==> config.mk <==
export PLATFORM = sky130hd
export DESIGN_NAME = video_tint_filter
export DESIGN_NICKNAME = d
export VERILOG_FILES = /design/src/rtl/video_pkg.sv /design/src/rtl/video_tint_filter_tint_map.sv /design/src/rtl/video_tint_filter.sv
export SDC_FILE = /design/constraint.sdc
export NUM_CORES = 1
export LEC_CHECK = 0
export CAP_MARGIN = 10
export CORE_AREA = 2 2 74 76
export CTS_CLUSTER_DIAMETER = 150
export CTS_CLUSTER_SIZE = 28
export DETAILED_ROUTE_END_ITERATION = 12
export DIE_AREA = 0 0 76 78
export GPL_TIMING_DRIVEN = 1
export PLACE_DENSITY_LB_ADDON = 0.08
export SYNTH_ARGS = -nofsm -noshare
export SYNTH_HDL_FRONTEND = slang
export SYNTH_SLANG_ARGS = --single-unit
export TNS_END_PERCENT = 10
==> constraint.sdc <==
create_clock -name clk -period 1.6 [get_ports clk]
set_input_delay 0.16 -clock clk [delete_from_list [all_inputs] [get_ports clk]]
set_output_delay 0.16 -clock clk [all_outputs]
set_load 0.01 [all_outputs]
==> src/rtl/video_pkg.sv <==
// Shared definitions for the video colour post-processing path:
// monitor mode encoding and luma weighting.
package video_pkg;

    typedef logic [1:0] mode_t;

    localparam mode_t MODE_COLOUR = 2'd0;
    localparam mode_t MODE_GREEN  = 2'd1;
    localparam mode_t MODE_AMBER  = 2'd2;
    localparam mode_t MODE_GREY   = 2'd3;

    // Luma approximation: (2*R + 5*G + 1*B) / 8
    localparam int unsigned LUMA_WR    = 2;
    localparam int unsigned LUMA_WG    = 5;
    localparam int unsigned LUMA_WB    = 1;
    localparam int unsigned LUMA_SHIFT = 3;

endpackage

==> src/rtl/video_tint_filter_tint_map.sv <==
// Combinational channel mapper: turns luma plus original RGB into the
// colour of the selected monitor type.
module tint_map
    import video_pkg::*;
#(
    parameter int unsigned CW = 3
) (
    input  logic [CW-1:0] y,
    input  logic [CW-1:0] r,
    input  logic [CW-1:0] g,
    input  logic [CW-1:0] b,
    input  mode_t         eff,
    output logic [CW-1:0] r_c,
    output logic [CW-1:0] g_c,
    output logic [CW-1:0] b_c
);

    always_comb begin
        r_c = r;
        g_c = g;
        b_c = b;
        case (eff)
            MODE_GREEN: begin
                r_c = y >> 2;
                g_c = y;
                b_c = y >> 3;
            end
            MODE_AMBER: begin
                // 3/4 of luma on green gives the orange phosphor hue
                r_c = y;
                g_c = (y >> 1) + (y >> 2);
                b_c = '0;
            end
            MODE_GREY: begin
                r_c = y;
                g_c = y;
                b_c = y;
            end
            default: ;
        endcase
    end

endmodule

==> src/rtl/video_tint_filter.sv <==
// Registered colour post-processor: frame-synchronised monitor mode,
// two-stage pixel pipeline with odd-line dimming and matching sync delay.
module video_tint_filter
    import video_pkg::*;
#(
    parameter int unsigned CW           = 3,
    parameter int unsigned DIM_SHIFT    = 1,
    parameter int unsigned DEFAULT_MODE = 0
) (
    input  logic          clk,
    input  logic          reset_n,
    input  logic          ce,
    input  logic [CW-1:0] ri,
    input  logic [CW-1:0] gi,
    input  logic [CW-1:0] bi,
    input  logic          hsync_n_in,
    input  logic          vsync_n_in,
    input  logic          mono_hw,
    input  logic          mode_step,
    input  logic          mode_load,
    input  logic [1:0]    mode_val,
    input  logic          dim_en,
    output logic [CW-1:0] ro,
    output logic [CW-1:0] go,
    output logic [CW-1:0] bo,
    output logic          hsync_n_out,
    output logic          vsync_n_out,
    output mode_t         mode
);

    localparam int unsigned SW       = CW + 3;
    localparam mode_t       RST_MODE = 2'(DEFAULT_MODE);

    logic          step_prev;
    mode_t         pending;
    logic          hs_prev;
    logic          vs_prev;
    logic          line_odd;

    logic [SW-1:0] luma_sum;
    logic [CW-1:0] luma;
    mode_t         eff;

    logic [CW-1:0] s1_y;
    logic [CW-1:0] s1_r;
    logic [CW-1:0] s1_g;
    logic [CW-1:0] s1_b;
    mode_t         s1_eff;
    logic          s1_odd;
    logic          s1_hs;
    logic          s1_vs;

    logic [CW-1:0] map_r;
    logic [CW-1:0] map_g;
    logic [CW-1:0] map_b;
    logic [CW-1:0] px_r;
    logic [CW-1:0] px_g;
    logic [CW-1:0] px_b;

    logic          hs_fall;
    logic          vs_fall;

    // Pending mode: keyboard step edge or direct load, load wins
    always_ff @(posedge clk or negedge reset_n) begin
        if (!reset_n) begin
            step_prev <= 1'b0;
            pending   <= RST_MODE;
        end else begin
            step_prev <= mode_step;
            if (mode_load) begin
                pending <= mode_val;
            end else if (mode_step && !step_prev) begin
                pending <= pending + 2'd1;
            end
        end
    end

    assign hs_fall = hs_prev && !hsync_n_in;
    assign vs_fall = vs_prev && !vsync_n_in;

    // Line parity and frame-boundary mode commit
    always_ff @(posedge clk or negedge reset_n) begin
        if (!reset_n) begin
            hs_prev  <= 1'b1;
            vs_prev  <= 1'b1;
            line_odd <= 1'b0;
            mode     <= RST_MODE;
        end else if (ce) begin
            hs_prev <= hsync_n_in;
            vs_prev <= vsync_n_in;
            if (vs_fall) begin
                line_odd <= 1'b0;
                mode     <= pending;
            end else if (hs_fall) begin
                line_odd <= !line_odd;
            end
        end
    end

    assign luma_sum = SW'(LUMA_WR) * SW'(ri) + SW'(LUMA_WG) * SW'(gi) + SW'(LUMA_WB) * SW'(bi);
    assign luma     = CW'(luma_sum >> LUMA_SHIFT);
    assign eff      = (mono_hw && mode == MODE_COLOUR) ? MODE_GREEN : mode;

    // Stage 1: luma, raw pixel and per-pixel tags
    always_ff @(posedge clk or negedge reset_n) begin
        if (!reset_n) begin
            s1_y   <= '0;
            s1_r   <= '0;
            s1_g   <= '0;
            s1_b   <= '0;
            s1_eff <= MODE_COLOUR;
            s1_odd <= 1'b0;
            s1_hs  <= 1'b1;
            s1_vs  <= 1'b1;
        end else if (ce) begin
            s1_y   <= luma;
            s1_r   <= ri;
            s1_g   <= gi;
            s1_b   <= bi;
            s1_eff <= eff;
            s1_odd <= line_odd;
            s1_hs  <= hsync_n_in;
            s1_vs  <= vsync_n_in;
        end
    end

    tint_map #(
        .CW (CW)
    ) u_tint_map (
        .y   (s1_y),
        .r   (s1_r),
        .g   (s1_g),
        .b   (s1_b),
        .eff (s1_eff),
        .r_c (map_r),
        .g_c (map_g),
        .b_c (map_b)
    );

    always_comb begin
        px_r = map_r;
        px_g = map_g;
        px_b = map_b;
        if (dim_en && s1_odd) begin
            px_r = map_r >> DIM_SHIFT;
            px_g = map_g >> DIM_SHIFT;
            px_b = map_b >> DIM_SHIFT;
        end
    end

    // Stage 2: registered outputs
    always_ff @(posedge clk or negedge reset_n) begin
        if (!reset_n) begin
            ro          <= '0;
            go          <= '0;
            bo          <= '0;
            hsync_n_out <= 1'b1;
            vsync_n_out <= 1'b1;
        end else if (ce) begin
            ro          <= px_r;
            go          <= px_g;
            bo          <= px_b;
            hsync_n_out <= s1_hs;
            vsync_n_out <= s1_vs;
        end
    end

endmodule
==> results.md <==
* Status: finished with violations
* Failing checks: setup timing
* #FFs+latches synth at 34
* Mapped Cells at 152
* Final Hold Vio Count at 0
* Fin worst setup slack at -0.294 ns
* R2R cell count at 5
* Kind of critical path: primary input to flop
* Main area contributors after synthesis: dfrtp_1 (43%), mux2_2 (12%), ha_1 (7.1%)
* Hold depth at 2
* Number of diodes at 0
* Pre-antenna DRT Iters at 4
* Vias at 1323
* Vias/cell at ~5
* Max stage delay on crit path at between 0.5 and 0.6 ns
* Crit path DAT at 2.06 ns
* RR Startpoint: s1_y[2]
* Startpoint class of the critical path: primary input
* Synth warn at 0
* Design Power at 0.00289 W
* Max-slew headroom at 80.5%
* Die ar. at between 5000 and 6000 um2
* Post-Syn Area at 1750 um2
* Post-route minimum period at approximately 1.9 ns
* Skew-Pair Late Insertion Delay at 0.28 ns
* Crit-path slowest cell: fa_2
* H-tree depth at 2
* Footprint of the multi-input gates at 931 um2
* Peak VDD IR at 0.460 mV
* WL final at 3.81 mm
* Wire per inst at between 10 and 15 um
* RSZ-0062 raised after global routing: yes
* Cell Chain, Critical Path: buf_8 > ha_4 > ha_4 > fa_2 > nor2b_4 > fa_1 > mux2_4
* Netlist cell types at 33
* First-pass GRT wire length at between 6 and 7 mm
* CTS tree: built
* Cell taking the most area after synthesis: dfrtp_1
* Gr usage total at 13.9%
* Die height at 78 um
* HP Start: gi[0]
* Port bufs at 32
* Die width at 76 um
* Total CTS buffers at 5
* Max Clock Skew at 0.00759 ns
* CTS Buffer Depth at 2
* Setup TNS Final at -0.731 ns
* Initial DRC Count at 96
* Crit path launch: gi[0]
* Storage element area at 856 um2
* Fmax at 528 MHz
* Largest net degree at the start of global routing at 41
* Hold Path Class: primary input to flop
* CTS root buf: clkbuf_8
* PD cells at 1180 nW/um2
* DRC Markers at 0
* I/O pins at 33
* FILL cells at between 400 and 500
* Area Overhead vs Synth at 39.2%
* RD Place Congestion at 0.826
* Syn nets at 185
* Num rows at 26
* Fin util at 48.4%
* Worst Setup End Kind: flop
* Most frequent cells in the layout: dfrtp_1 (30), clkdlybuf4s50_1 (25), mux2_2 (18)
* Leak at 1.03 nW
* CORE AREA at 5040 um2
* Critical Path Most Common Cell: ha_4
* Max-cap viol count at 0
* Vias in the first global route at 1317
* Crit share post-route at 118%
* Layout net count at 231
* # setup viols final at 3
* Crit-path max FO at 3
* Syn Area/Cell at 11.5 um2
* HPWL after DPL at 2.82 mm
* DRT antenna net count at 0
* Worst-margin pin slew at 0.291 ns
* Total overflow reported by the global router at 0
* Initial core utilization at 34.8%
* Post-synth top area share at approximately 43%
* Critical path required time at 1.77 ns
* Slew Limit Fails at 0
* Initial antenna violation count at 0
* Clock sink total at 34
* Fraction of layout cells with a size suffix above 1 at 31.2%
* CTS clk-pin slew, worst paths at 0.07 ns
* Seq/Total Area, Yosys at 48.8%
* Most common cell after layout, fill and taps aside: dfrtp_1
[per-layer routing]
layer	wire length [um]	vias to the layer above	share of wire [%]	track usage [%]
met5	0	-	0	0
met4	109	0	2.9	5.27
met3	205	10	5.4	4.07
met2	1760	43	46	22.1
met1	1740	637	46	18.0
li1	-	633	-	-
[critical path, delay by kind of cell]
kind / cells / cell delay (ns)
buffers and inverters: 1 / 0.10
AND/OR/NAND/NOR: 1 / 0.14
multiplexers: 1 / 0.26
adder cells (fa/ha/maj): 4 / 1.40
[metrics by stage]
step	setup slack, ns	hold slack [ns]	instances	area [um2]
after global routing	-0.321	0.126	269	2440
after CTS	-0.263	0.116	269	2430
after floorplan	-0.452	-0.136	152	1790
final	-0.294	0.123	269	2440
after global placement	-1.07	0.460	259	2270
after detailed placement	-1.15	0.467	259	2270
[cell type report]
| type | count | area share [%] |
|---|---|---|
| clock buffer | 8 | 3.28 |
| timing repair buffer | 44 | 17.9 |
| inverter | 13 | 2.00 |
| multi-input combinational | 100 | 38.1 |
| sequential | 34 | 35.1 |
| tap | 70 | 3.59 |
[what timing repair did]
action                     in CTS  in global routing
setup endpoints to repair       3                  3
gates resized for setup        31                  6
buffers inserted                2                  0
pin swaps                      11                  3
hold buffers                    0                  0
[power by group]
group          leakage (nW)  internal, W  switching, W
logic                 0.590     0.000613      0.000458
registers             0.403      0.00106      0.000161
clock network        0.0395     0.000309      0.000281
[sequential cells by signal (all words and copies together), names as in the netlist]
register and count:
s1_g 3, s1_b 3, s1_odd 1, s1_hs 1, pending 2, line_odd 1, s1_y 3, ro 3
step_prev 1, bo 3, s1_vs 1, mode 2, s1_eff 2, s1_r 3, vsync_n_out 1, hsync_n_out 1
go 3
[cell usage after synthesis]
| cell | instances |
|---|---|
| a211oi_1 | 2 |
| nor2_1 | 4 |
| dfstp_2 | 4 |
| o21ai_0 | 8 |
| xor2_1 | 2 |
| mux2i_1 | 2 |
| and3_2 | 1 |
| mux2_2 | 19 |
| inv_1 | 12 |
| nand3_1 | 2 |
| o32a_1 | 1 |
| o221ai_1 | 4 |
| a21oi_1 | 6 |
| o21a_1 | 2 |
| o22ai_1 | 4 |
| nor2b_1 | 7 |
| dfrtp_1 | 30 |
| a222oi_1 | 1 |
| o2111ai_1 | 1 |
| nand2_1 | 9 |
| nor3b_1 | 1 |
| buf_2 | 3 |
| nand2b_1 | 3 |
| a31oi_1 | 1 |
| and2_1 | 1 |
| buf_4 | 1 |
| inv_2 | 1 |
| xnor2_1 | 2 |
| a22oi_1 | 3 |
| ha_1 | 10 |
| fa_1 | 3 |
| clkbuf_1 | 1 |
| a31o_1 | 1 |
[path summary, 6_finish.rpt]
check                      slack, ns     endpoint
max reg2reg                     0.14        bo[1]
min in group asynchronous       0.24        go[2]
max                            -0.29      s1_y[0]
min                             0.12      s1_g[0]
min reg2reg                     0.47        bo[1]
max in group asynchronous       1.10  vsync_n_out
[cells by family after synthesis]
logic type	synth area share (%)
DFF	48.8
buffers and inverters	4.28
and+or+nand+nor	8.13
AOI/OAI and AO/OA	12.9
muxes	13.3
xor gates and xnor gates	2.00
adders and majority gates	10.6
(Power assumes the default switching activity.)
